`src/rtl/keypad_scan.sv`:
```
// 4x4 matrix keypad scanner: column drive, row synchronise, frame debounce, latched key + status.
// Optional auto-repeat while a key is held is enabled by defining KEYPAD_AUTOREPEAT_EN.
module keypad_scan #(
    parameter int unsigned SCAN_DIV      = 1000,
    parameter int unsigned DEBOUNCE      = 4,
    parameter int unsigned REPEAT_FRAMES = 32
) (
    input  logic       clk,
    input  logic       reset,
    input  logic [3:0] rows,
    output logic [3:0] cols,
    input  logic       ack,
    output logic [7:0] key_code,
    output logic [2:0] status
);

    localparam int unsigned SlotW = (SCAN_DIV > 1) ? $clog2(SCAN_DIV) : 1;

    if (SCAN_DIV < 4 || DEBOUNCE < 1 || DEBOUNCE > 15 || REPEAT_FRAMES < 1) begin : g_bad_param
        $error("keypad_scan: parameter out of range");
    end

    typedef enum logic [1:0] {StIdle, StPressDb, StHeld, StRelDb} state_e;

    state_e             state;
    logic [3:0]         rows_meta, rows_sync;
    logic [3:0]         hits;
    logic [SlotW-1:0]   slot_cnt;
    logic [1:0]         col;
    logic [15:0]        frame;
    logic [15:0]        frame_full;
    logic [3:0]         cnt, cnt_inc, cand;
    logic [3:0]         key_q;
    logic               valid, overrun, pressed;
    logic               slot_end, frame_end, deb_hit;
    logic               f_none, f_multi, f_single;
    logic [3:0]         f_key;
    logic               press_latch, rep_latch, latch;

    assign hits      = ~rows_sync;
    assign slot_end  = (slot_cnt == SlotW'(SCAN_DIV - 1));
    assign frame_end = slot_end && (col == 2'd3);
    assign cnt_inc   = cnt + 4'd1;
    // cnt is zero in IDLE and HELD, so this also covers the DEBOUNCE = 1 direct paths
    assign deb_hit   = (cnt_inc == 4'(DEBOUNCE));

    assign cols     = ~(4'b0001 << col);
    assign pressed  = (state == StHeld) || (state == StRelDb);
    assign key_code = {4'h0, key_q};
    assign status   = {overrun, pressed, valid};

    // Frame as it will be once the current column's hits are stored
    always_comb begin
        frame_full = frame;
        frame_full[{col, 2'b00} +: 4] = hits;
    end

    // Frame bit index is col*4 + row; key code is {row, col}
    always_comb begin
        f_none  = 1'b1;
        f_multi = 1'b0;
        f_key   = 4'h0;
        for (int i = 0; i < 16; i++) begin
            if (frame_full[i]) begin
                if (!f_none) f_multi = 1'b1;
                f_none = 1'b0;
                f_key  = {2'(i), 2'(i >> 2)};
            end
        end
        f_single = !f_none && !f_multi;
    end

`ifdef KEYPAD_AUTOREPEAT_EN
    logic [15:0] rep_cnt, rep_inc;
    logic        rep_match;

    assign rep_inc   = rep_cnt + 16'd1;
    assign rep_match = f_single && (f_key == key_q);
    assign rep_latch = frame_end && (state == StHeld) && rep_match &&
                       (rep_inc == 16'(REPEAT_FRAMES));

    always_ff @(posedge clk or posedge reset) begin
        if (reset) begin
            rep_cnt <= '0;
        end else if (frame_end) begin
            // Any frame evaluated outside HELD means HELD is being (re)entered
            if (state != StHeld || !rep_match || rep_latch) rep_cnt <= '0;
            else                                           rep_cnt <= rep_inc;
        end
    end
`else
    assign rep_latch = 1'b0;
`endif

    assign press_latch = frame_end && f_single && deb_hit &&
                         ((state == StIdle) || (state == StPressDb && f_key == cand));
    assign latch       = press_latch || rep_latch;

    always_ff @(posedge clk or posedge reset) begin
        if (reset) begin
            rows_meta <= 4'hF;
            rows_sync <= 4'hF;
            slot_cnt  <= '0;
            col       <= 2'd0;
            frame     <= '0;
            state     <= StIdle;
            cnt       <= '0;
            cand      <= '0;
            key_q     <= '0;
            valid     <= 1'b0;
            overrun   <= 1'b0;
        end else begin
            rows_meta <= rows;
            rows_sync <= rows_meta;
            slot_cnt  <= slot_end ? '0 : slot_cnt + 1'b1;
            if (slot_end) begin
                frame[{col, 2'b00} +: 4] <= hits;
                col <= col + 2'd1;
            end

            if (frame_end) begin
                case (state)
                    StIdle: begin
                        if (f_single) begin
                            cand <= f_key;
                            if (deb_hit) state <= StHeld;
                            else begin
                                state <= StPressDb;
                                cnt   <= cnt_inc;
                            end
                        end
                    end
                    StPressDb: begin
                        if (f_single && f_key == cand) begin
                            if (deb_hit) begin
                                state <= StHeld;
                                cnt   <= '0;
                            end else begin
                                cnt <= cnt_inc;
                            end
                        end else begin
                            state <= StIdle;
                            cnt   <= '0;
                        end
                    end
                    StHeld: begin
                        if (f_none) begin
                            if (deb_hit) state <= StIdle;
                            else begin
                                state <= StRelDb;
                                cnt   <= cnt_inc;
                            end
                        end
                    end
                    StRelDb: begin
                        if (f_none) begin
                            if (deb_hit) begin
                                state <= StIdle;
                                cnt   <= '0;
                            end else begin
                                cnt <= cnt_inc;
                            end
                        end else begin
                            state <= StHeld;
                            cnt   <= '0;
                        end
                    end
                    default: begin
                        state <= StIdle;
                        cnt   <= '0;
                    end
                endcase
            end

            // A latch on the same edge as ack wins but still clears overrun
            if (latch) begin
                key_q   <= f_key;
                valid   <= 1'b1;
                overrun <= !ack && (overrun || valid);
            end else if (ack) begin
                valid   <= 1'b0;
                overrun <= 1'b0;
            end
        end
    end

endmodule

```
`config.mk`:
```
export PLATFORM = sky130hd
export DESIGN_NAME = keypad_scan
export DESIGN_NICKNAME = d
export VERILOG_FILES = /design/src/rtl/keypad_scan.sv
export SDC_FILE = /design/constraint.sdc
export NUM_CORES = 1
export LEC_CHECK = 0
export CORE_MARGIN = 3
export CORE_UTILIZATION = 64
export CTS_CLUSTER_DIAMETER = 30
export DETAILED_ROUTE_END_ITERATION = 8
export PLACE_DENSITY = 0.95
export SYNTH_ARGS = -nofsm -noshare
export SYNTH_HDL_FRONTEND = slang
export SYNTH_SLANG_ARGS = --single-unit
```
`constraint.sdc`:
```
create_clock -name clk -period 6.05 [get_ports clk]
set_clock_uncertainty 0.15 [all_clocks]
set_input_delay 1.21 -clock clk [delete_from_list [all_inputs] [get_ports clk]]
set_output_delay 1.21 -clock clk [all_outputs]
set_load 0.1 [all_outputs]
```
**After elaboration in Yosys (flattened, before gate mapping)**

Cells that the tools add are included.

- Register bits after elaboration: 52
- Output and inout bits: 15
- Word-level logic and storage cells: 132

- $add $sub $neg: 4
- Eq/ne operators: 11
- Shift operators: 3
- Muxes and demuxes: 82
- Bitwise operators: 2
- Reductions and logical operators: 19

Operators with widths:

| kind | number |
|---|---|
| $mux 4 | 20 |
| $mux 1 | 49 |
| $bwmux 16 | 1 |
| $mux 2 | 8 |
| $pmux 4 s4 | 1 |
| $shift 4x6->16 const A | 1 |
| $shiftx 4x6->16 | 1 |
| $add 10x1->10 const B | 1 |
| $eq 10x10->1 const B | 1 |
| $mux 10 | 1 |
| $logic_and 1x1->1 | 8 |
| $not 4->4 | 2 |
| $pmux 2 s4 | 1 |
| $eq 2x2->1 const B | 3 |
| $ne 3x3->1 const B | 2 |
| $neg 4->6 | 1 |
| $reduce_and 3->1 | 2 |
| $reduce_and 5->1 | 1 |
| $add 4x1->4 const B | 1 |
| $eq 4x3->1 const B | 1 |
| $eq 4x4->1 | 1 |
| $ne 2x2->1 const B | 2 |
| $shl 1x2->4 const A | 1 |
| $logic_not 1->1 | 3 |
| other kinds (6) | 8 |

**Longest topological paths before layout**

Gate-level depths: netlist of the first run.

- Depth in word-level cells: 39
- Gate-level depth with buffers: 16
- Gate-level depth less buffers: 11

**Worst setup path before layout of the first run**

No wires, ideal clock.

- Path kind: reg-to-reg
- From: register col[0]
- To: register key_q[0]
- Setup time: 0.126 ns
- Data arrival time: 3.928 ns
- Data required time: 5.774 ns
- Path slack: 1.846 ns
- Stages on the path, launching flop included: 12
- Path buffers: 2
- Cells stage by stage: dfrtp_1 > buf_6 > inv_1 > ha_1 > inv_1 > a222oi_1 > a2111o_1 > a211o_1 > or3_1 > buf_2 > a2111oi_4 > mux2_4

- Word-level cells in the longest chain between the ends: 38

Ends and longest elaborated chain:

| element | line | RTL |
|---|---|---|
| start, declared | 29 | `logic [1:0] col;` |
| start signal, assigned | 118 | `col <= col + 2'd1;` |
| $neg 4->6 | 55 | `frame_full[{col, 2'b00} +: 4] = hits;` |
| $shiftx 4x6->16 or $shift 4x6->16 (tied branches) | 55 |  |
| $bwmux 16 | 55 |  |
| $mux 1 (on tied branches) | 65, 64 |  |
| $mux 1 | 64 | `if (frame_full[i]) begin` |
| $mux 1 | 65 | `if (!f_none) f_multi = 1'b1;` |
| $mux 1 | 64 |  |
| $mux 1 | 65 |  |
| (+20 left out) | -- |  |
| $mux 1 | 64 |  |
| $mux 1 | 65 |  |
| $mux 1 | 64 |  |
| $mux 1 | 65 |  |
| $mux 1 | 64 |  |
| $logic_not 1->1 | 70 | `f_single = !f_none && !f_multi;` |
| $logic_and 1x1->1 | 70 |  |
| $logic_and 1x1->1 (3 in a row) | 95 | `assign press_latch = frame_end && f_single && deb_hit &&` |
| end signal, assigned | 177 | `key_q <= f_key;` |
| end, declared | 33 | `logic [3:0] key_q;` |

Parallel ways exist; a longest one is shown, timed or not.
A chain may end at the register's enable or synchronous reset.

**Worst setup path after layout of the first run**

Ends and elaborated chain as after synthesis.

==> results.json, run 1 <==
{
  "drc": 0,
  "yosysWarningCount": 0,
  "max_freq_mhz": 224,
  "powerDensity_nw_per_um2": 204,
  "grt_pass1_wl_um": 12200,
  "clkTransAtPathRegs_ns": 0.09,
  "coreArea_sq_um": 4790,
  "clk_path_buf_depth": 2,
  "path_max_fanout": 15,
  "slew_viol_final": 0,
  "row_count": 25,
  "nets": 360,
  "use_met2": 0.418,
  "post_route_cells_drive_above_1_share": 0.106,
  "clk_latency_ns": 0.31,
  "reg2regPathDepth": 10,
  "synthAdderAreaFrac": 0.0235,
  "vias": 2670,
  "synth.area.mux_share": 0.0293,
  "track_usage": 0.257,
  "endpoint_kind": "register",
  "wl_per_cell_um": 17.2,
  "overflow": 0,
  "vias_per_cell": 6.43,
  "p_total_uw": 716,
  "syn2layout_area_growth_pct": 9.51,
  "p_sw_frac": 0.205,
  "drt_wl_total_um": 7130,
  "synthXorXnorAreaFrac": 0.0192,
  "port_buffers": 17,
  "path_buf_inv": 2,
  "grt_max_degree": 53,
  "post_dp_cell_area_sq_um": 3340,
  "drtIter0Drc": 308,
  "cts_hold_buf": 0,
  "min_path_cells": 0,
  "power_frac_comb": 0.052,
  "crit_family": "compound AO/OA/AOI/OAI gates",
  "finalSetupViolations": 0,
  "yosysTopAreaCell": "dfrtp_1",
  "hold_violations": 0,
  "seqCellArea_sq_um": 1310,
  "cp.depth": 10,
  "antenna_found_initial": 0,
  "first_pass_iters": 5,
  "nFillCells": 352,
  "synth_top_cells_by_count": "44 x dfrtp_1, 34 x nand2_1, 27 x nor2_1, 25 x o21ai_0, 14 x nor2b_1",
  "synth_top_family_by_area": "compound AO/OA/AOI/OAI gates",
  "syn_area_per_cell_sq_um": 9.38,
  "synth.most_common_cell": "dfrtp_1",
  "final_core_util": 0.732,
  "p_switching_uw": 147,
  "synth-seq-cells": 52,
  "fin_crit_sh": 0.737,
  "outcome": "completed",
  "synthFlopType": "dfrtp_1",
  "power.internal_uw": 569,
  "ff2ff_setup_slack_ns": 1.59,
  "place_hpwl_um": 5160,
  "multi_input_area_sq_um": 1730,
  "htree_levels": 2,
  "grt_pass1_vias": 2544,
  "dp_cells": 407,
  "power_frac_seq": 0.496,
  "ys_types": 78,
  "die_h_um": 76.7,
  "cts_tree": "yes",
  "pwr-share-clk": 0.451,
  "synthArstFlopShare": 1.00,
  "regToRegStartpoint": "col[0]",
  "design_area_sq_um": 3500,
  "fin_cells": 415,
  "cpPeakStageDelay_ns": 0.67,
  "ys_seq_area_frac": 0.410,
  "cap_violations": 0,
  "min_from": "rows_meta[2]",
  "rsz0062_at_grt": "false",
  "met1_usage": 0.337,
  "required_ns": 6.10,
  "cts_root_buffer": "clkbuf_8",
  "p_leak_uw": 0.00153,
  "synthCells": 341,
  "slowest_stage": "a2111oi_4",
  "timing.slew.headroom": 0.321,
  "min_to": "rows_sync[2]",
  "synth_compound_area_frac": 0.245,
  "startpoint_type": "register",
  "cts_buffers": 5,
  "worst_slew_pin_slew_ns": 1.02,
  "die_x_um": 76.7,
  "top_usage_layer": "met2",
  "die-area_sq_um": 5880,
  "start_util": 0.668,
  "ir_drop_mv": 0.156,
  "arrival_ns": 4.51,
  "place_congestion": 0.982,
  "cts_resized": 0,
  "path_class": "reg -> reg",
  "tns_ns": 0,
  "antenna_cells": 0,
  "use_met3": 0.0446,
  "yosys.area_share.simple": 0.220,
  "synth-edff-count": 0,
  "fin_crit_ns": 4.46,
  "cts_setup_buffers": 0,
  "timing.rr.end": "key_q[0]",
  "top_level_ports": 22,
  "path_cells": "inv_1 > ha_1 > inv_1 > a21oi_2 > nand4_4 > a2111o_1 > a211o_1 > or3_1 > a2111oi_4 > mux2_4",
  "cp_common_cell": "inv_1",
  "syn_area_sq_um": 3200,
  "clock-sinks": 52,
  "synthTopCellsByArea": "dfrtp_1 34%, dfstp_2 6.6%, nand2_1 4.0%",
  "hold_class": "reg -> reg",
  "yosys.area.top_type_share": 0.344,
  "postRouteAntennaNets": 0
}
==> stage by stage <==
step / setup WS (ns) / hold slack [ns]
after detailed placement: 1.66 / 0.197
after global placement: 1.80 / 0.196
final: 1.59 / 0.209
after global routing: 1.30 / 0.216
after CTS: 1.62 / 0.211
after floorplan: 1.85 / 0.195
==> flip-flops by register name (all words and copies together) (netlist names) <==
signal	count
frame	16
slot_cnt	10
cand	4
cnt	4
key_q	4
rows_meta	4
rows_sync	4
col	2
state	2
overrun	1
valid	1
==> power groups by stage <==
stage	logic (uW)	registers [uW]	clock network (uW)
finish	37.4	355	323
global route	41.2	356	344
CTS	37.8	355	328
detailed placement	37.8	362	0
global placement	36.9	362	0
floorplan	32.0	361	0
==> cell families after synthesis <==
| family | count (synthesis) |
|---|---|
| AO/OA/AOI/OAI | 109 |
| other | 1 |
| XOR/XNOR | 7 |
| AND/OR/NAND/NOR | 127 |
| buffers and inverters | 32 |
| multiplexers | 7 |
| flip-flops | 52 |
| adder cells (fa/ha/maj) | 6 |
==> layout by cell type, fill, tap and decap left out, types with 6 or more instances in the layout <==
master	instances
nor2b_1	14
nand2_1	34
o21ai_0	25
a21oi_1	13
inv_1	9
nor2_1	27
and3_1	6
nand3_1	6
dfstp_2	8
dfrtp_1	44
a31oi_1	13
nor3_1	6
clkdlybuf4s50_1	17
ha_1	6
==> area by class of cell <==
| class | instances | share of cell area |
|---|---|---|
| Clock inverter | 3 | 0.0257 |
| Sequential cell | 52 | 0.374 |
| Clock buffer | 5 | 0.0196 |
| Tap cell | 67 | 0.0239 |
| Inverter | 10 | 0.0107 |
| Timing Repair Buffer | 18 | 0.0507 |
| Multi-Input combinational cell | 260 | 0.495 |
==> how the worst max path moves through the flow <==
stage / endpoint / from
4_1_cts: key_q[0] / col[0]
5_1_grt: key_q[0] / col[0]
3_3_place_gp: key_q[0] / col[0]
6_report: key_q[0] / col[0]
2_1_floorplan: key_q[0] / col[0]
3_5_place_dp: key_q[0] / col[0]
==> metal layers <==
metal,vias up,share of wire
met5,-,0
met4,0,0.029
met3,28,0.077
met2,131,0.46
met1,1246,0.43
li1,1265,-
Note: power is estimated with default switching activity, not from simulation.
==> run 2: changes to the inputs <==
--- a/config.mk
+++ b/config.mk
@@ -6,10 +6,10 @@
 export NUM_CORES = 1
 export LEC_CHECK = 0
 export CORE_MARGIN = 3
-export CORE_UTILIZATION = 64
+export CORE_UTILIZATION = 59
 export CTS_CLUSTER_DIAMETER = 30
 export DETAILED_ROUTE_END_ITERATION = 8
-export PLACE_DENSITY = 0.95
+export PLACE_DENSITY = 0.92
 export SYNTH_ARGS = -nofsm -noshare
 export SYNTH_HDL_FRONTEND = slang
 export SYNTH_SLANG_ARGS = --single-unit
==> constraint.sdc (replaced) <==
create_clock -name clk -period 4.16 [get_ports clk]
set_clock_uncertainty 0.15 [all_clocks]
set_input_delay 0.832 -clock clk [delete_from_list [all_inputs] [get_ports clk]]
set_output_delay 0.832 -clock clk [all_outputs]
set_load 0.1 [all_outputs]
==> results.json, run 2 (synthesis gave the netlist of run 1 again) <==
{
  "outcome": "completed",
  "cap_violations": 0,
  "seqCellArea_sq_um": 1310,
  "hold_violations": 0,
  "cts_buffers": 5,
  "required_ns": 4.25,
  "top_level_ports": 22,
  "largest_register": "frame",
  "timing.slew.headroom": 0.301,
  "final_common_cell": "dfrtp_1",
  "overflow": 0,
  "setup_slack_ns": 0.270,
  "path_max_fanout": 15,
  "ir_drop_mv": 0.187,
  "p_leak_uw": 0.00151,
  "worst_hold_slack_ns": 0.210,
  "die_h_um": 79.6,
  "worst_slew_pin_slew_ns": 1.05,
  "antenna_cells": 0,
  "finalSetupViolations": 0,
  "largest_reg_flops": 16,
  "port_buffers": 17,
  "power_frac_seq": 0.582,
  "max_freq_mhz": 257,
  "cts_hold_buf": 0,
  "grt_pass1_wl_um": 12000,
  "regToRegStartpoint": "col[0]",
  "slew_viol_final": 0,
  "start_util": 0.618,
  "vias_per_cell": 6.34,
  "die-area_sq_um": 6340,
  "startpoint_type": "register",
  "power_frac_comb": 0.064,
  "fin_crit_ns": 3.89,
  "wl_per_cell_um": 17.0,
  "p_sw_frac": 0.252,
  "arrival_ns": 3.98,
  "vias": 2674,
  "nFillCells": 406,
  "min_from": "rows_meta[2]",
  "power.internal_uw": 664,
  "p_switching_uw": 224,
  "htree_levels": 2,
  "fin_crit_sh": 0.935,
  "grt_max_degree": 53,
  "hold_class": "reg -> reg",
  "multi_input_area_sq_um": 1770,
  "grt_pass1_vias": 2508,
  "postRouteAntennaNets": 0,
  "cts_setup_buffers": 0,
  "drc": 0,
  "cts_tree": "yes",
  "first_pass_iters": 5,
  "fin_cells": 422,
  "rsz0062_at_grt": "false",
  "crit_start": "col[0]",
  "clock-sinks": 52,
  "track_usage": 0.241,
  "coreArea_sq_um": 5170,
  "clkTransAtPathRegs_ns": 0.11,
  "place_hpwl_um": 5230,
  "cts_resized": 0,
  "cts_root_buffer": "clkbuf_8",
  "row_count": 26,
  "die_x_um": 79.6,
  "tns_ns": 0,
  "clk_path_buf_depth": 2,
  "pwr-share-clk": 0.354,
  "drt_wl_total_um": 7180,
  "nets": 364,
  "final_core_util": 0.678,
  "syn2layout_area_growth_pct": 9.70,
  "powerDensity_nw_per_um2": 253,
  "dp_cells": 414,
  "place_congestion": 1.01,
  "endpoint_kind": "register",
  "drtIter0Drc": 273,
  "clk_latency_ns": 0.32,
  "pre_cts_ws_ns": 0.294,
  "layout_common_cells": "44 x dfrtp_1, 34 x nand2_1, 27 x nor2_1",
  "antenna_found_initial": 0,
  "post_route_cells_drive_above_1_share": 0.142,
  "path_class": "reg -> reg",
  "reg_top3": "frame (16), slot_cnt (10)"
}
run 2: area by class of cell:
cell class,count,share of cell area
Clock buffer,6,0.0235
Clock inverter,2,0.00392
Inverter,10,0.0128
Multi-Input combinational cell,260,0.505
Sequential cell,52,0.374
Tap cell,70,0.0250
Timing Repair Buffer,22,0.0563
run 2: worst max-delay path, cell delays in order (launching register included):
cell,delay (ns)
dfrtp_1,0.48
inv_2,0.15
ha_4,0.26
clkinvlp_4,0.21
a21oi_4,0.28
nand4_4,0.18
a2111o_1,0.43
a211o_1,0.31
or3_1,0.46
a2111oi_4,0.48
buf_4,0.21
nor2_1,0.04
a31oi_1,0.16
run 2: per-stage QoR:
step,power [uW],area (sq um)
floorplan,572,3250
finish,888,3510
global route,921,3510
global placement,582,3410
CTS,896,3510
detailed placement,583,3410
run 2: worst paths after layout:
check | slack [ns] | cells after the start | endpoint
max | 0.27 | 12 | key_q[3]
min in group asynchronous | 0.94 | 2 | overrun
max in group asynchronous | 2.28 | 2 | frame[12]
max reg2reg | 0.27 | 12 | key_q[3]
min reg2reg | 0.21 | 0 | rows_sync[2]
min | 0.21 | 0 | rows_sync[2]
run 2: power by group through the flow:
stage          combinational (uW)  clock [uW]  sequential [uW]
2_1_floorplan                47.5           0              525
3_3_place_gp                 55.7           0              526
3_5_place_dp                 57.0           0              526
4_1_cts                      57.1         322              517
5_1_grt                      61.2         342              517
6_report                     56.7         315              517
run 2: metal layers:
layer  vias up  wire, um  GRT usage
met5         -         0          0
li1       1271         -          -
met3        13       520     0.0463
met1      1265      3170      0.323
met2       125      3360      0.395
met4         0       129     0.0722
==> run 3: changes to the inputs <==
--- a/config.mk
+++ b/config.mk
@@ -5,6 +5,7 @@
 export SDC_FILE = /design/constraint.sdc
 export NUM_CORES = 1
 export LEC_CHECK = 0
+export ABC_AREA = 1
 export CORE_MARGIN = 3
 export CORE_UTILIZATION = 59
 export CTS_CLUSTER_DIAMETER = 30
==> results.json, run 3 <==
{
  "cts_root_buffer": "clkbuf_8",
  "p_switching_uw": 228,
  "final_common_cell": "nand2_1",
  "fin_cells": 490,
  "die-area_sq_um": 6010,
  "post_route_cells_drive_above_1_share": 0.118,
  "cp_common_cell": "nand2_1",
  "synth_top_cells_by_count": "122 x nand2_1, 58 x inv_1, 44 x dfrtp_1, 35 x nor2_1, 26 x o21ai_0",
  "track_usage": 0.218,
  "path_max_fanout": 8,
  "slowest_stage": "dfrtp_1",
  "place_congestion": 0.865,
  "arrival_ns": 3.46,
  "die_x_um": 77.5,
  "worst_slew_pin_slew_ns": 1.01,
  "wl_per_cell_um": 12.3,
  "row_count": 25,
  "grt_pass1_wl_um": 10600,
  "largest_reg_flops": 16,
  "ys_seq_area_frac": 0.434,
  "required_ns": 4.27,
  "drc": 0,
  "power_frac_seq": 0.586,
  "layout_common_cells": "122 x nand2_1, 57 x inv_1, 44 x dfrtp_1",
  "p_leak_uw": 0.00161,
  "tns_ns": 0,
  "slew_viol_final": 0,
  "clkTransAtPathRegs_ns": 0.11,
  "powerDensity_nw_per_um2": 266,
  "dp_cells": 482,
  "worst_hold_slack_ns": 0.203,
  "p_total_uw": 878,
  "overflow": 0,
  "startpoint_type": "register",
  "antenna_found_initial": 0,
  "syn_area_per_cell_sq_um": 7.40,
  "syn_area_sq_um": 3020,
  "postRouteAntennaNets": 0,
  "hold_class": "reg -> reg",
  "grt_pass1_vias": 2531,
  "clk_latency_ns": 0.32,
  "grt_max_degree": 53,
  "cts_buffers": 5,
  "timing.slew.headroom": 0.325,
  "p_sw_frac": 0.260,
  "drtIter0Drc": 241,
  "cpPeakStageDelay_ns": 0.51,
  "cts_setup_buffers": 0,
  "yosysWarningCount": 0,
  "power_frac_comb": 0.064,
  "cts_resized": 0,
  "outcome": "completed",
  "first_pass_iters": 5,
  "path_cells": "inv_2 > ha_1 > inv_2 > nand2_1 > o21ai_0 > nor2_1 > nand2_1 > nor2_4 > nand2_1 > nand2_1 > nor2_1 > nand3_1 > nor3_1 > nand4_1 > nand2_1 > nand2_1 > nand2_1 > nand2_1 > nand2_1",
  "path_class": "reg -> reg",
  "cts_hold_buf": 0,
  "synthTopCellsByArea": "dfrtp_1 36%, nand2_1 15%, inv_1 7.2%",
  "drt_wl_total_um": 6010,
  "synth.most_common_cell": "nand2_1",
  "port_buffers": 17,
  "cap_violations": 0,
  "pre_cts_ws_ns": 0.901,
  "yosysTopAreaCell": "dfrtp_1",
  "syn2layout_area_growth_pct": 9.24,
  "ys_types": 39,
  "vias_per_cell": 5.23,
  "ir_drop_mv": 0.254,
  "max_freq_mhz": 298,
  "largest_register": "frame",
  "synthArstFlopShare": 1.00,
  "place_hpwl_um": 4450,
  "vias": 2564,
  "pwr-share-clk": 0.350,
  "antenna_cells": 0,
  "htree_levels": 2,
  "coreArea_sq_um": 4850,
  "die_h_um": 77.5,
  "reg_top3": "frame (16), slot_cnt (10)",
  "clock-sinks": 52,
  "yosys.area.top_type_share": 0.365,
  "cts_tree": "yes",
  "synthCells": 408,
  "hold_violations": 0,
  "start_util": 0.623,
  "rsz0062_at_grt": "false",
  "setup_slack_ns": 0.810,
  "synthFlopType": "dfrtp_1",
  "clk_path_buf_depth": 2,
  "power.internal_uw": 650,
  "finalSetupViolations": 0,
  "synth-seq-cells": 52,
  "fin_crit_sh": 0.805,
  "nets": 435,
  "endpoint_kind": "register",
  "top_level_ports": 22,
  "fin_crit_ns": 3.35,
  "synth-edff-count": 0
}
[run 3: cell types whose count changed in the layout (fill, tap and decap cells not counted), sizes merged, moves of 9 or more]
cell,before,now
nor2b,14,0
nand2,34,124
nand3,6,20
inv,9,68
nor2,27,41
a31oi,13,3
o21ai,26,40
a21oi,16,7
[run 3: path summary, 6_finish.rpt]
check / startpoint / to / slack [ns] / cells past startpoint
worst min-delay path: rows_meta[3] / rows_sync[3] / 0.20 / 0
max in group asynchronous: reset / cand[3] / 2.32 / 2
min in group asynchronous: reset / frame[13] / 0.91 / 2
worst min register to register: rows_meta[3] / rows_sync[3] / 0.20 / 0
worst max register to register: col[0] / cnt[0] / 0.81 / 19
worst max-delay path: col[0] / cnt[0] / 0.81 / 19
[run 3: power groups by stage]
stage,Combinational [uW],Clock (uW),Sequential (uW)
floorplan,47.4,0,523
global placement,55.5,0,523
detailed placement,56.6,0,524
CTS,56.8,316,514
global route,62.4,337,515
finish,56.4,307,514
[run 3: logic make-up (layout without fill, tap and decap cells)]
logic type,after synthesis,in the layout,synth area share
AOI/OAI and AO/OA,59,59,0.112
xor gates and xnor gates,7,7,0.0203
adders and majority gates,6,6,0.0249
buffers and inverters,80,92,0.108
DFF,52,52,0.434
other,1,4,0.00124
and+or+nand+nor,203,203,0.299
[run 3: cell type report]
| class | instances | area, sq um |
|---|---|---|
| timing repair buffer | 18 | 168 |
| clock buffer | 5 | 68.8 |
| sequential | 52 | 1310 |
| inverter | 66 | 248 |
| clock inverter | 3 | 26.3 |
| tap | 67 | 83.8 |
| fill | 399 | 1550 |
| multi-input combinational | 279 | 1390 |
[run 3: metal layers]
layer	global-route usage	vias to the layer above	wire length (um)
met5	0	-	0
met4	0.0925	0	123
met2	0.363	81	2890
met1	0.276	1172	2730
li1	-	1298	-
met3	0.0441	13	266
[run 3: stage by stage]
step / utilization / instance area [sq um]
floorplan: - / 3030
global placement: 0.661 / 3200
detailed placement: 0.661 / 3200
CTS: 0.680 / 3300
global route: 0.680 / 3300
finish: 0.680 / 3300
[run 3: critical path: cells and delay by family, from the launching register on]
| kind | cells | cell delay (ns) |
|---|---|---|
| DFF | 1 | 0.51 |
| adders and majority gates | 1 | 0.39 |
| AOI/OAI and AO/OA | 1 | 0.31 |
| buffers and inverters | 2 | 0.21 |
| and+or+nand+nor | 15 | 1.74 |
